File: src/rtl/a2mem_switch_tracker_if.sv
// ============================================================================
// a2mem_switch_tracker_if : Apple II soft-switch / video state bundle
// Rev 1.0 - initial release
// ============================================================================
`default_nettype none

interface a2mem_switch_tracker_if;
  logic       TEXT_MODE, MIXED_MODE, PAGE2, HIRES_MODE;
  logic       AN0, AN1, AN2, AN3;
  logic       STORE80, RAMRD, RAMWRT, INTCXROM, ALTZP, SLOTC3ROM, COL80, ALTCHAR;
  logic [2:0] SLOTROM;
  logic       INTC8ROM;
  logic [7:0] VIDEX_CRTC_R9, VIDEX_CRTC_R10, VIDEX_CRTC_R11, VIDEX_CRTC_R12;
  logic [7:0] VIDEX_CRTC_R13, VIDEX_CRTC_R14, VIDEX_CRTC_R15;
  logic       VIDEX_MODE;
  logic [3:0] TEXT_COLOR, BACKGROUND_COLOR, BORDER_COLOR;
  logic       SHRG_MODE, LINEARIZE_MODE, MONOCHROME_DHIRES_MODE, MONOCHROME_MODE;
  logic       aux_mem;
  logic [7:0] keycode;
  logic       keypress_strobe;

  modport master (
    output TEXT_MODE, MIXED_MODE, PAGE2, HIRES_MODE, AN0, AN1, AN2, AN3,
           STORE80, RAMRD, RAMWRT, INTCXROM, ALTZP, SLOTC3ROM, COL80, ALTCHAR,
           SLOTROM, INTC8ROM,
           VIDEX_CRTC_R9, VIDEX_CRTC_R10, VIDEX_CRTC_R11, VIDEX_CRTC_R12,
           VIDEX_CRTC_R13, VIDEX_CRTC_R14, VIDEX_CRTC_R15, VIDEX_MODE,
           TEXT_COLOR, BACKGROUND_COLOR, BORDER_COLOR,
           SHRG_MODE, LINEARIZE_MODE, MONOCHROME_DHIRES_MODE, MONOCHROME_MODE,
           aux_mem, keycode, keypress_strobe
  );

  modport monitor (
    input  TEXT_MODE, MIXED_MODE, PAGE2, HIRES_MODE, AN0, AN1, AN2, AN3,
           STORE80, RAMRD, RAMWRT, INTCXROM, ALTZP, SLOTC3ROM, COL80, ALTCHAR,
           SLOTROM, INTC8ROM,
           VIDEX_CRTC_R9, VIDEX_CRTC_R10, VIDEX_CRTC_R11, VIDEX_CRTC_R12,
           VIDEX_CRTC_R13, VIDEX_CRTC_R14, VIDEX_CRTC_R15, VIDEX_MODE,
           TEXT_COLOR, BACKGROUND_COLOR, BORDER_COLOR,
           SHRG_MODE, LINEARIZE_MODE, MONOCHROME_DHIRES_MODE, MONOCHROME_MODE,
           aux_mem, keycode, keypress_strobe
  );
endinterface

`default_nettype wire

File: src/rtl/a2mem_switch_tracker.sv
// ============================================================================
// a2mem_switch_tracker : snoops Apple II bus cycles and tracks soft switches
// Rev 1.0 - initial release
// ============================================================================
`default_nettype none

module a2mem_switch_tracker #(
  parameter int ENABLE_VIDEX = 1,
  parameter int ENABLE_IIGS  = 1
) (
  input  logic                          clk_logic,
  input  logic                          system_reset_n,
  input  logic [15:0]                   addr,
  input  logic [7:0]                    data,
  input  logic                          rw_n,
  input  logic                          data_strobe,
  a2mem_switch_tracker_if.master        a2mem_if
);

  localparam logic [0:0] KBD_IDLE = 1'b0;
  localparam logic [0:0] KBD_HELD = 1'b1;

  // vid_sw bit order: TEXT, MIXED, PAGE2, HIRES, AN0..AN3
  // mem_sw bit order: STORE80, RAMRD, RAMWRT, INTCXROM, ALTZP, SLOTC3ROM, COL80, ALTCHAR
  logic [7:0]      vid_sw_q, vid_sw_d;
  logic [7:0]      mem_sw_q, mem_sw_d;
  logic [2:0]      slotrom_q, slotrom_d;
  logic            intc8rom_q, intc8rom_d;
  logic [4:0]      crtc_idx_q, crtc_idx_d;
  logic [6:0][7:0] crtc_q, crtc_d;
  logic [3:0]      text_color_q, text_color_d;
  logic [3:0]      bg_color_q, bg_color_d;
  logic [3:0]      border_color_q, border_color_d;
  logic            shrg_q, shrg_d;
  logic            linearize_q, linearize_d;
  logic            mono_dhires_q, mono_dhires_d;
  logic            mono_q, mono_d;
  logic            aux_mem_q, aux_mem_d;
  logic [7:0]      keycode_q, keycode_d;
  logic            keypress_strobe_q, keypress_strobe_d;
  logic [0:0]      kbd_state_q, kbd_state_d;

  logic       w_is_c00x, w_is_c01x, w_is_c05x, w_is_slot, w_is_cfff;
  logic       w_wr;
  logic [4:0] w_crtc_sel;

  assign w_wr       = ~rw_n;
  assign w_is_c00x  = (addr[15:4] == 12'hC00);
  assign w_is_c01x  = (addr[15:4] == 12'hC01);
  assign w_is_c05x  = (addr[15:4] == 12'hC05);
  assign w_is_slot  = (addr[15:12] == 4'hC) && (addr[11:8] != 4'h0) && (addr[11:8] <= 4'h7);
  assign w_is_cfff  = (addr == 16'hCFFF);
  assign w_crtc_sel = crtc_idx_q - 5'd9;

  always_comb begin
    vid_sw_d          = vid_sw_q;
    mem_sw_d          = mem_sw_q;
    slotrom_d         = slotrom_q;
    intc8rom_d        = intc8rom_q;
    crtc_idx_d        = crtc_idx_q;
    crtc_d            = crtc_q;
    text_color_d      = text_color_q;
    bg_color_d        = bg_color_q;
    border_color_d    = border_color_q;
    shrg_d            = shrg_q;
    linearize_d       = linearize_q;
    mono_dhires_d     = mono_dhires_q;
    mono_d            = mono_q;
    aux_mem_d         = aux_mem_q;
    keycode_d         = keycode_q;
    keypress_strobe_d = 1'b0;
    kbd_state_d       = kbd_state_q;

    if (data_strobe) begin
      // Bank selection always uses the switch values from before this access
      if ((addr < 16'h0200) || (addr >= 16'hD000))
        aux_mem_d = mem_sw_q[4];
      else if ((addr >= 16'h0400) && (addr <= 16'h07FF) && mem_sw_q[0])
        aux_mem_d = vid_sw_q[2];
      else if ((addr >= 16'h2000) && (addr <= 16'h3FFF) && mem_sw_q[0] && vid_sw_q[3])
        aux_mem_d = vid_sw_q[2];
      else if (addr < 16'hC000)
        aux_mem_d = rw_n ? mem_sw_q[1] : mem_sw_q[2];
      else
        aux_mem_d = 1'b0;

      if (w_is_c05x)
        vid_sw_d[addr[3:1]] = addr[0];
      if (w_is_c00x && w_wr)
        mem_sw_d[addr[3:1]] = addr[0];

      if (w_is_slot) begin
        slotrom_d = addr[10:8];
        if ((addr[11:8] == 4'h3) && !mem_sw_q[5])
          intc8rom_d = 1'b1;
      end
      if (w_is_cfff) begin
        slotrom_d  = 3'd0;
        intc8rom_d = 1'b0;
      end

      if (ENABLE_VIDEX != 0) begin
        if (w_wr && (addr == 16'hC0B0))
          crtc_idx_d = data[4:0];
        if (w_wr && (addr == 16'hC0B1) && (crtc_idx_q >= 5'd9) && (crtc_idx_q <= 5'd15))
          crtc_d[w_crtc_sel[2:0]] = data;
      end

      if ((ENABLE_IIGS != 0) && w_wr) begin
        case (addr)
          16'hC022: begin
            text_color_d = data[7:4];
            bg_color_d   = data[3:0];
          end
          16'hC034: border_color_d = data[3:0];
          16'hC029: begin
            shrg_d        = data[7];
            linearize_d   = data[6];
            mono_dhires_d = data[5];
          end
          16'hC021: mono_d = data[7];
          default: ;
        endcase
      end

      case (kbd_state_q)
        KBD_IDLE: begin
          if (w_is_c00x && rw_n && data[7]) begin
            keycode_d         = data;
            keypress_strobe_d = 1'b1;
            kbd_state_d       = KBD_HELD;
          end
        end
        default: begin
          if (w_is_c01x)
            kbd_state_d = KBD_IDLE;
        end
      endcase
    end
  end

  always_ff @(posedge clk_logic) begin
    if (!system_reset_n) begin
      vid_sw_q          <= 8'h01;
      mem_sw_q          <= 8'h00;
      slotrom_q         <= 3'd0;
      intc8rom_q        <= 1'b0;
      crtc_idx_q        <= 5'd0;
      crtc_q            <= '0;
      text_color_q      <= 4'hF;
      bg_color_q        <= 4'h0;
      border_color_q    <= 4'h0;
      shrg_q            <= 1'b0;
      linearize_q       <= 1'b0;
      mono_dhires_q     <= 1'b0;
      mono_q            <= 1'b0;
      aux_mem_q         <= 1'b0;
      keycode_q         <= 8'h00;
      keypress_strobe_q <= 1'b0;
      kbd_state_q       <= KBD_IDLE;
    end else begin
      vid_sw_q          <= vid_sw_d;
      mem_sw_q          <= mem_sw_d;
      slotrom_q         <= slotrom_d;
      intc8rom_q        <= intc8rom_d;
      crtc_idx_q        <= crtc_idx_d;
      crtc_q            <= crtc_d;
      text_color_q      <= text_color_d;
      bg_color_q        <= bg_color_d;
      border_color_q    <= border_color_d;
      shrg_q            <= shrg_d;
      linearize_q       <= linearize_d;
      mono_dhires_q     <= mono_dhires_d;
      mono_q            <= mono_d;
      aux_mem_q         <= aux_mem_d;
      keycode_q         <= keycode_d;
      keypress_strobe_q <= keypress_strobe_d;
      kbd_state_q       <= kbd_state_d;
    end
  end

  assign a2mem_if.TEXT_MODE              = vid_sw_q[0];
  assign a2mem_if.MIXED_MODE             = vid_sw_q[1];
  assign a2mem_if.PAGE2                  = vid_sw_q[2];
  assign a2mem_if.HIRES_MODE             = vid_sw_q[3];
  assign a2mem_if.AN0                    = vid_sw_q[4];
  assign a2mem_if.AN1                    = vid_sw_q[5];
  assign a2mem_if.AN2                    = vid_sw_q[6];
  assign a2mem_if.AN3                    = vid_sw_q[7];
  assign a2mem_if.STORE80                = mem_sw_q[0];
  assign a2mem_if.RAMRD                  = mem_sw_q[1];
  assign a2mem_if.RAMWRT                 = mem_sw_q[2];
  assign a2mem_if.INTCXROM               = mem_sw_q[3];
  assign a2mem_if.ALTZP                  = mem_sw_q[4];
  assign a2mem_if.SLOTC3ROM              = mem_sw_q[5];
  assign a2mem_if.COL80                  = mem_sw_q[6];
  assign a2mem_if.ALTCHAR                = mem_sw_q[7];
  assign a2mem_if.SLOTROM                = slotrom_q;
  assign a2mem_if.INTC8ROM               = intc8rom_q;
  assign a2mem_if.VIDEX_CRTC_R9          = crtc_q[0];
  assign a2mem_if.VIDEX_CRTC_R10         = crtc_q[1];
  assign a2mem_if.VIDEX_CRTC_R11         = crtc_q[2];
  assign a2mem_if.VIDEX_CRTC_R12         = crtc_q[3];
  assign a2mem_if.VIDEX_CRTC_R13         = crtc_q[4];
  assign a2mem_if.VIDEX_CRTC_R14         = crtc_q[5];
  assign a2mem_if.VIDEX_CRTC_R15         = crtc_q[6];
  assign a2mem_if.TEXT_COLOR             = text_color_q;
  assign a2mem_if.BACKGROUND_COLOR       = bg_color_q;
  assign a2mem_if.BORDER_COLOR           = border_color_q;
  assign a2mem_if.SHRG_MODE              = shrg_q;
  assign a2mem_if.LINEARIZE_MODE         = linearize_q;
  assign a2mem_if.MONOCHROME_DHIRES_MODE = mono_dhires_q;
  assign a2mem_if.MONOCHROME_MODE        = mono_q;
  assign a2mem_if.aux_mem                = aux_mem_q;
  assign a2mem_if.keycode                = keycode_q;
  assign a2mem_if.keypress_strobe        = keypress_strobe_q;

  generate
    if (ENABLE_VIDEX != 0) begin : g_videx_mode
      assign a2mem_if.VIDEX_MODE = vid_sw_q[4];
    end else begin : g_no_videx_mode
      assign a2mem_if.VIDEX_MODE = 1'b0;
    end
  endgenerate

endmodule

`default_nettype wire

File: src/flat_wrapper.sv
// flat-port wrapper written by rule: the top's interface ports become plain ports
module a2mem_switch_tracker_flat 
#(
  parameter int ENABLE_VIDEX = 1,
  parameter int ENABLE_IIGS  = 1
)
  (clk_logic, system_reset_n, addr, data, rw_n, data_strobe, a2mem_if_TEXT_MODE, a2mem_if_MIXED_MODE, a2mem_if_PAGE2, a2mem_if_HIRES_MODE, a2mem_if_AN0, a2mem_if_AN1, a2mem_if_AN2, a2mem_if_AN3, a2mem_if_STORE80, a2mem_if_RAMRD, a2mem_if_RAMWRT, a2mem_if_INTCXROM, a2mem_if_ALTZP, a2mem_if_SLOTC3ROM, a2mem_if_COL80, a2mem_if_ALTCHAR, a2mem_if_SLOTROM, a2mem_if_INTC8ROM, a2mem_if_VIDEX_CRTC_R9, a2mem_if_VIDEX_CRTC_R10, a2mem_if_VIDEX_CRTC_R11, a2mem_if_VIDEX_CRTC_R12, a2mem_if_VIDEX_CRTC_R13, a2mem_if_VIDEX_CRTC_R14, a2mem_if_VIDEX_CRTC_R15, a2mem_if_VIDEX_MODE, a2mem_if_TEXT_COLOR, a2mem_if_BACKGROUND_COLOR, a2mem_if_BORDER_COLOR, a2mem_if_SHRG_MODE, a2mem_if_LINEARIZE_MODE, a2mem_if_MONOCHROME_DHIRES_MODE, a2mem_if_MONOCHROME_MODE, a2mem_if_aux_mem, a2mem_if_keycode, a2mem_if_keypress_strobe);
  a2mem_switch_tracker_if a2mem_if_i ();
  input  logic clk_logic;
  input  logic system_reset_n;
  input  logic [15:0] addr;
  input  logic [7:0] data;
  input  logic rw_n;
  input  logic data_strobe;
  output wire logic [$bits(a2mem_if_i.TEXT_MODE)-1:0] a2mem_if_TEXT_MODE;
  output wire logic [$bits(a2mem_if_i.MIXED_MODE)-1:0] a2mem_if_MIXED_MODE;
  output wire logic [$bits(a2mem_if_i.PAGE2)-1:0] a2mem_if_PAGE2;
  output wire logic [$bits(a2mem_if_i.HIRES_MODE)-1:0] a2mem_if_HIRES_MODE;
  output wire logic [$bits(a2mem_if_i.AN0)-1:0] a2mem_if_AN0;
  output wire logic [$bits(a2mem_if_i.AN1)-1:0] a2mem_if_AN1;
  output wire logic [$bits(a2mem_if_i.AN2)-1:0] a2mem_if_AN2;
  output wire logic [$bits(a2mem_if_i.AN3)-1:0] a2mem_if_AN3;
  output wire logic [$bits(a2mem_if_i.STORE80)-1:0] a2mem_if_STORE80;
  output wire logic [$bits(a2mem_if_i.RAMRD)-1:0] a2mem_if_RAMRD;
  output wire logic [$bits(a2mem_if_i.RAMWRT)-1:0] a2mem_if_RAMWRT;
  output wire logic [$bits(a2mem_if_i.INTCXROM)-1:0] a2mem_if_INTCXROM;
  output wire logic [$bits(a2mem_if_i.ALTZP)-1:0] a2mem_if_ALTZP;
  output wire logic [$bits(a2mem_if_i.SLOTC3ROM)-1:0] a2mem_if_SLOTC3ROM;
  output wire logic [$bits(a2mem_if_i.COL80)-1:0] a2mem_if_COL80;
  output wire logic [$bits(a2mem_if_i.ALTCHAR)-1:0] a2mem_if_ALTCHAR;
  output wire logic [$bits(a2mem_if_i.SLOTROM)-1:0] a2mem_if_SLOTROM;
  output wire logic [$bits(a2mem_if_i.INTC8ROM)-1:0] a2mem_if_INTC8ROM;
  output wire logic [$bits(a2mem_if_i.VIDEX_CRTC_R9)-1:0] a2mem_if_VIDEX_CRTC_R9;
  output wire logic [$bits(a2mem_if_i.VIDEX_CRTC_R10)-1:0] a2mem_if_VIDEX_CRTC_R10;
  output wire logic [$bits(a2mem_if_i.VIDEX_CRTC_R11)-1:0] a2mem_if_VIDEX_CRTC_R11;
  output wire logic [$bits(a2mem_if_i.VIDEX_CRTC_R12)-1:0] a2mem_if_VIDEX_CRTC_R12;
  output wire logic [$bits(a2mem_if_i.VIDEX_CRTC_R13)-1:0] a2mem_if_VIDEX_CRTC_R13;
  output wire logic [$bits(a2mem_if_i.VIDEX_CRTC_R14)-1:0] a2mem_if_VIDEX_CRTC_R14;
  output wire logic [$bits(a2mem_if_i.VIDEX_CRTC_R15)-1:0] a2mem_if_VIDEX_CRTC_R15;
  output wire logic [$bits(a2mem_if_i.VIDEX_MODE)-1:0] a2mem_if_VIDEX_MODE;
  output wire logic [$bits(a2mem_if_i.TEXT_COLOR)-1:0] a2mem_if_TEXT_COLOR;
  output wire logic [$bits(a2mem_if_i.BACKGROUND_COLOR)-1:0] a2mem_if_BACKGROUND_COLOR;
  output wire logic [$bits(a2mem_if_i.BORDER_COLOR)-1:0] a2mem_if_BORDER_COLOR;
  output wire logic [$bits(a2mem_if_i.SHRG_MODE)-1:0] a2mem_if_SHRG_MODE;
  output wire logic [$bits(a2mem_if_i.LINEARIZE_MODE)-1:0] a2mem_if_LINEARIZE_MODE;
  output wire logic [$bits(a2mem_if_i.MONOCHROME_DHIRES_MODE)-1:0] a2mem_if_MONOCHROME_DHIRES_MODE;
  output wire logic [$bits(a2mem_if_i.MONOCHROME_MODE)-1:0] a2mem_if_MONOCHROME_MODE;
  output wire logic [$bits(a2mem_if_i.aux_mem)-1:0] a2mem_if_aux_mem;
  output wire logic [$bits(a2mem_if_i.keycode)-1:0] a2mem_if_keycode;
  output wire logic [$bits(a2mem_if_i.keypress_strobe)-1:0] a2mem_if_keypress_strobe;
  assign a2mem_if_TEXT_MODE = a2mem_if_i.TEXT_MODE;
  assign a2mem_if_MIXED_MODE = a2mem_if_i.MIXED_MODE;
  assign a2mem_if_PAGE2 = a2mem_if_i.PAGE2;
  assign a2mem_if_HIRES_MODE = a2mem_if_i.HIRES_MODE;
  assign a2mem_if_AN0 = a2mem_if_i.AN0;
  assign a2mem_if_AN1 = a2mem_if_i.AN1;
  assign a2mem_if_AN2 = a2mem_if_i.AN2;
  assign a2mem_if_AN3 = a2mem_if_i.AN3;
  assign a2mem_if_STORE80 = a2mem_if_i.STORE80;
  assign a2mem_if_RAMRD = a2mem_if_i.RAMRD;
  assign a2mem_if_RAMWRT = a2mem_if_i.RAMWRT;
  assign a2mem_if_INTCXROM = a2mem_if_i.INTCXROM;
  assign a2mem_if_ALTZP = a2mem_if_i.ALTZP;
  assign a2mem_if_SLOTC3ROM = a2mem_if_i.SLOTC3ROM;
  assign a2mem_if_COL80 = a2mem_if_i.COL80;
  assign a2mem_if_ALTCHAR = a2mem_if_i.ALTCHAR;
  assign a2mem_if_SLOTROM = a2mem_if_i.SLOTROM;
  assign a2mem_if_INTC8ROM = a2mem_if_i.INTC8ROM;
  assign a2mem_if_VIDEX_CRTC_R9 = a2mem_if_i.VIDEX_CRTC_R9;
  assign a2mem_if_VIDEX_CRTC_R10 = a2mem_if_i.VIDEX_CRTC_R10;
  assign a2mem_if_VIDEX_CRTC_R11 = a2mem_if_i.VIDEX_CRTC_R11;
  assign a2mem_if_VIDEX_CRTC_R12 = a2mem_if_i.VIDEX_CRTC_R12;
  assign a2mem_if_VIDEX_CRTC_R13 = a2mem_if_i.VIDEX_CRTC_R13;
  assign a2mem_if_VIDEX_CRTC_R14 = a2mem_if_i.VIDEX_CRTC_R14;
  assign a2mem_if_VIDEX_CRTC_R15 = a2mem_if_i.VIDEX_CRTC_R15;
  assign a2mem_if_VIDEX_MODE = a2mem_if_i.VIDEX_MODE;
  assign a2mem_if_TEXT_COLOR = a2mem_if_i.TEXT_COLOR;
  assign a2mem_if_BACKGROUND_COLOR = a2mem_if_i.BACKGROUND_COLOR;
  assign a2mem_if_BORDER_COLOR = a2mem_if_i.BORDER_COLOR;
  assign a2mem_if_SHRG_MODE = a2mem_if_i.SHRG_MODE;
  assign a2mem_if_LINEARIZE_MODE = a2mem_if_i.LINEARIZE_MODE;
  assign a2mem_if_MONOCHROME_DHIRES_MODE = a2mem_if_i.MONOCHROME_DHIRES_MODE;
  assign a2mem_if_MONOCHROME_MODE = a2mem_if_i.MONOCHROME_MODE;
  assign a2mem_if_aux_mem = a2mem_if_i.aux_mem;
  assign a2mem_if_keycode = a2mem_if_i.keycode;
  assign a2mem_if_keypress_strobe = a2mem_if_i.keypress_strobe;
  a2mem_switch_tracker #(.ENABLE_VIDEX(ENABLE_VIDEX), .ENABLE_IIGS(ENABLE_IIGS)) u_core (.clk_logic(clk_logic), .system_reset_n(system_reset_n), .addr(addr), .data(data), .rw_n(rw_n), .data_strobe(data_strobe), .a2mem_if(a2mem_if_i));
endmodule
File: config.mk
export PLATFORM = sky130hd
export DESIGN_NAME = a2mem_switch_tracker_flat
export DESIGN_NICKNAME = d
export VERILOG_FILES = /design/src/rtl/a2mem_switch_tracker_if.sv /design/src/rtl/a2mem_switch_tracker.sv /design/src/flat_wrapper.sv
export SDC_FILE = /design/constraint.sdc
export NUM_CORES = 1
export LEC_CHECK = 0
export CAP_MARGIN = 20
export CORE_MARGIN = 3
export CORE_UTILIZATION = 47
export DETAILED_ROUTE_END_ITERATION = 6
export HOLD_SLACK_MARGIN = 0.08
export PLACE_DENSITY = 0.89
export SLEW_MARGIN = 20
export SYNTH_ARGS = -nofsm -noshare
export SYNTH_HDL_FRONTEND = slang
export SYNTH_SLANG_ARGS = --single-unit
export TNS_END_PERCENT = 50
File: constraint.sdc
create_clock -name clk_logic -period 3.58 [get_ports clk_logic]
set_input_delay 0.716 -clock clk_logic [delete_from_list [all_inputs] [get_ports clk_logic]]
set_output_delay 0.716 -clock clk_logic [all_outputs]
set_load 0.05 [all_outputs]
After elaboration in Yosys (flattened, before gate mapping)
Index checks and enable logic that the tools add are counted.
Widths: inputs -> output; s select.
Operators by class
  $add $sub $neg: 1
  order comparisons: 14
  eq/ne operators: 12
  muxes and demuxes: 20
  bitwise logic cells: 4
  reductions and logical operators: 34
Operators with widths (count)
  $eq 16x16->1 const B: 7
  $bwmux 56: 1
  $eq 12x12->1 const B: 3
  $demux 8 s3: 1
  $reduce_and 3->1: 6
  $logic_and 1x1->1: 17
  $bwmux 8: 2
  $ge 16x11->1 const B: 1
  $ge 16x14->1 const B: 1
  $ge 16x16->1 const B: 1
  $le 16x11->1 const B: 1
  $le 16x14->1 const B: 1
  $lt 16x10->1 const B: 1
  $lt 16x16->1 const B: 1
  $mux 1: 12
  $reduce_and 2->1: 5
  $lt 3x4->1 const B: 2
  $mux 8: 1
  $ge 3x1->1 const B: 2
  $mux 3: 2
  $ge 5x4->1 const B: 1
  $le 5x4->1 const B: 1
  $eq 4x2->1 const B: 1
  $eq 4x4->1 const B: 1
  9 further kinds: 13
Word-level totals
  bits in registers: 108
  word-level logic and storage cells: 108

Depth between registers and ports, before layout
  word-level depth: 7
  depth in mapped cells: 8
  gate-level depth less buffers: 7

Least setup slack after synthesis
Ideal clock, no wire load.
  path kind: input to register
  start: input port addr[8]
  end: register u_core.crtc_q, in the netlist u_core.a2mem_if.VIDEX_CRTC_R13[7]
  library setup time: 0.073 ns
  data arrival time: 3.125 ns
  required time: 3.507 ns
  slack: 0.382 ns
  stages: 7
  path through: or4_1 -> buf_2 -> or4_1 -> buf_2 -> or4_4 -> nor2_2 -> mux2i_1
On the way
  cells in the longest elaborated chain, start to end: 5
RTL lines
  from (decl): line flat_wrapper.sv:11  | input logic [15:0] addr;
  $eq 16x16->1: line a2mem_switch_tracker.sv:105  | if (w_wr && (addr == 16'hC0B1) && (crtc_idx_q >= 5'd9) && (crtc_idx_q <= 5'd15))
  $logic_and 1x1->1 (3 in series): line a2mem_switch_tracker.sv:105
  $reduce_and 2->1 (no line)
  to (signal assigned): line a2mem_switch_tracker.sv:167  | crtc_q <= crtc_d;
  to (decl): line a2mem_switch_tracker.sv:30  | logic [6:0][7:0] crtc_q, crtc_d;
No other way between the ends.
A chain may end at the register's enable or synchronous reset.

Worst setup path in the final report
  start: input port addr[8]
  end: register u_core.crtc_q, in the netlist u_core.a2mem_if.VIDEX_CRTC_R14[4]
The elaborated chain is that of the path after synthesis.

==> impl_metrics.yaml <==
timing:
  rsz0062_at_grt: "no"
  finalCritPeriodShare_pct: 90.7
  final.min_clock_period_ns: 3.25
  hold_viol_final: 0
  finalMaxSlewViolations: 0
  tightest_slew_ns: 0.786
  max_freq_mhz: 308
  fin_skew_ns: 0.0153
  slew_headroom_pct: 47.6
  setup_viol: 0
synthesis:
  syn_area_per_cell_sq_um: 9.35
  ys_types: 39
  synth_top_family_by_area: "simple AND/OR/NAND/NOR gates"
  synth_compound_area_share_pct: 3.70
  synth-simple-area-share_pct: 24.7
  synth_area_sq_mm: 0.00447
  synth_mux_area_share_pct: 19.7
  syn-num-nets: 509
  yosys.area_share.adder_pct: 0.840
  synth-xor-area-share_pct: 0.196
  yosysSeqAreaShare_pct: 48.4
  netlist_instances: 478
  ys_ff_latch: 108
  yosys_warnings: 0
worst_setup_path:
  cp-end-kind: "flip-flop"
  startpoint: "addr[8]"
  r2r-start: "u_core.crtc_idx_q[0]"
  critical_path.cell_chain: "clkdlybuf4s50_1 > or4_1 > or4_1 > or4_4 > nand2b_1 > mux2i_1"
  r2r_slack_ns: 1.33
  cpMaxStageDelayCell: "or4_4"
  cp-start-kind: "input port"
  crit_path_frequent_cell: "or4_1"
  cp.required_ns: 3.82
  critPathArrivalTime_ns: 3.49
  max_stage_delay_ns: 0.60
  critPathKind: "input port to flip-flop"
  worstPathMaxFanout: 8
finish:
  diodes: 0
  layout_common_cells: "129 x clkdlybuf4s50_1, 117 x nand2_1, 108 x dfxtp_1"
  final_common_cell: "clkdlybuf4s50_1"
  area_delta_synth_final_pct: 39.0
  post-route-util_pct: 69.2
  layoutNonFillerInstCount: 748
  nNetsFinal: 648
  drive_above_1_share_pct: 7.72
min_path:
  hold_class: "flip-flop to flip-flop"
  hp-start: "u_core.a2mem_if.BACKGROUND_COLOR[0]"
die:
  initial_utilization_pct: 49.8
  io_pins: 131
  die-area_sq_mm: 0.0107
  die_w_microns: 104
  coreArea_sq_mm: 0.00898
  dieHeight_microns: 104
  rows: 34
power_and_ir_drop:
  power.total_mw: 2.04
  p_leak_nw: 2.47
  clockPowerShare_pct: 35.1
  ir_drop_mv: 0.300
  p_sw_share_pct: 25.6
  p_int_mw: 1.52
  power-per-cell-area_mw_per_mm2: 329
  combPwrFrac_pct: 6.2
  power_frac_seq_pct: 58.8
  p_sw_uw: 523
grt:
  grt-ovfl-total: 0
  track_usage_pct: 22.2
  grt_max_degree: 89
  grt_pass1_wl_mm: 19.8
  antenna_found_initial: 0
  grt_pass1_vias: 3959
clocking:
  cts_resized: 0
  hold_buffers: 0
  insertion_delay_ns: 0.37
  clockRootBuffer: "clkbuf_8"
  h-tree-depth: 3
  cts_tree: "built"
  postCtsSetupRepairBufs: 0
  cts.clk_slew.worst_paths_ns: 0.11
  clockBufferDepth: 2
  clock-sinks: 108
  cts_buffers: 9
place:
  io_buffers: 130
  dpl.hpwl_mm: 9.05
  gp_congestion: 0.929
  dpl.cell_count: 732
route:
  drc: 0
  vias_per_cell: 5.25
  routed_wirelength_mm: 12.1
  wl_per_cell_microns: 16.2
  dr.pass1.iters: 5
  drtIter0Drc: 214
  drt.antenna.violating_nets: 0
  vias: 3925
status:
  status: "completed"
run:
  max_cap_viol_count: 0
-- sequential cells by signal, indices dropped and copies added, names as in the netlist, 3 cells and up --
signal,flops
u_core.mem_sw_q,8
u_core.a2mem_if.VIDEX_CRTC_R10,8
u_core.a2mem_if.BACKGROUND_COLOR,4
u_core.crtc_idx_q,5
u_core.a2mem_if.keycode,8
u_core.a2mem_if.VIDEX_CRTC_R9,8
u_core.a2mem_if.VIDEX_CRTC_R11,8
u_core.a2mem_if.BORDER_COLOR,4
u_core.a2mem_if.VIDEX_CRTC_R13,8
u_core.a2mem_if.SLOTROM,3
u_core.a2mem_if.TEXT_COLOR,4
u_core.a2mem_if.VIDEX_CRTC_R14,8
u_core.a2mem_if.VIDEX_CRTC_R12,8
u_core.a2mem_if.VIDEX_CRTC_R15,8
u_core.vid_sw_q,8
-- power groups by stage --
stage	clock network (mW)	logic [mW]	registers [mW]
2_1_floorplan	0	0.0564	1.23
3_3_place_gp	0	0.123	1.23
3_5_place_dp	0	0.124	1.23
4_1_cts	0.729	0.124	1.20
5_1_grt	0.775	0.135	1.20
6_report	0.717	0.126	1.20
-- logic make-up after synthesis --
group,after synthesis
AOI/OAI and AO/OA,26
xor gates and xnor gates,1
adders and majority gates,3
buffers and inverters,28
DFF,108
muxes,88
and+or+nand+nor,224
-- final cells by class --
| class | instances | area, sq um |
|---|---|---|
| multi-input cells | 342 | 2200 |
| fillers | 695 | 2760 |
| well taps | 126 | 158 |
| flip-flops and latches | 108 | 2160 |
| clock buffers | 9 | 124 |
| repair buffers | 152 | 1490 |
| clock inverters | 7 | 65.1 |
| inverters | 4 | 15.0 |
-- per-layer routing --
| metal | global-route usage, % | wire length [microns] | vias up |
|---|---|---|---|
| li1 | - | - | 1913 |
| met1 | 27.0 | 5010 | 1849 |
| met2 | 38.3 | 6010 | 142 |
| met3 | 5.85 | 827 | 21 |
| met4 | 7.41 | 241 | 0 |
| met5 | 0 | 0 | - |
-- worst max-delay path, delay by kind of cell --
family        cells  cell delay [ns]
buf+inv           1             0.44
mux               1             0.21
simple gates      4             2.12
-- cells in the mapped netlist (all sizes together) --
| cell | count | area [sq um] |
|---|---|---|
| and3 | 1 | 6.26 |
| nand4 | 3 | 18.8 |
| nand3b | 4 | 30.0 |
| or2 | 2 | 12.5 |
| nand2 | 117 | 439 |
| nor3 | 9 | 56.3 |
| inv | 4 | 15.0 |
| or3 | 2 | 12.5 |
| and2 | 1 | 6.26 |
| nand4b | 1 | 8.76 |
| nor4 | 7 | 56.3 |
| nand3 | 26 | 130 |
| a21oi | 1 | 5.00 |
| ha | 3 | 37.5 |
| nor2b | 22 | 138 |
| a21boi | 7 | 52.6 |
| clkbuf | 20 | 75.1 |
| o21ai | 13 | 65.1 |
| xnor2 | 1 | 8.76 |
| dfxtp | 108 | 2160 |
| and4 | 1 | 8.76 |
| nor2 | 11 | 43.8 |
| or4 | 5 | 41.3 |
| or4bb | 1 | 11.3 |
| mux2i | 88 | 881 |
| o211ai | 2 | 15.0 |
| or3b | 1 | 8.76 |
| o211a | 1 | 10.0 |
| o32a | 1 | 10.0 |
| nor4b | 3 | 26.3 |
| nand2b | 4 | 25.0 |
| buf | 4 | 22.5 |
| nor3b | 3 | 22.5 |
| o21a | 1 | 7.51 |
-- per-stage QoR --
stage | cell area [sq um] | hold WS, ns | setup WS [ns] | TNS (ns)
5_1_grt | 6210 | 0.483 | 0.277 | 0
2_1_floorplan | 4470 | 0.439 | 0.382 | 0
3_5_place_dp | 6020 | 0.451 | -0.0255 | -0.142
3_3_place_gp | 6020 | 0.443 | 0.0264 | 0
4_1_cts | 6210 | 0.466 | 0.380 | 0
6_report | 6210 | 0.464 | 0.335 | 0
-- path summary, 6_finish.rpt --
kind                            cells past startpoint                             endpoint
worst min register to register                      2  u_core.a2mem_if.BACKGROUND_COLOR[0]
worst max register to register                      6    u_core.a2mem_if.VIDEX_CRTC_R14[4]
worst min-delay path                                2  u_core.a2mem_if.BACKGROUND_COLOR[0]
worst max-delay path                                6    u_core.a2mem_if.VIDEX_CRTC_R14[4]
Power figures use the tool's default switching activity.
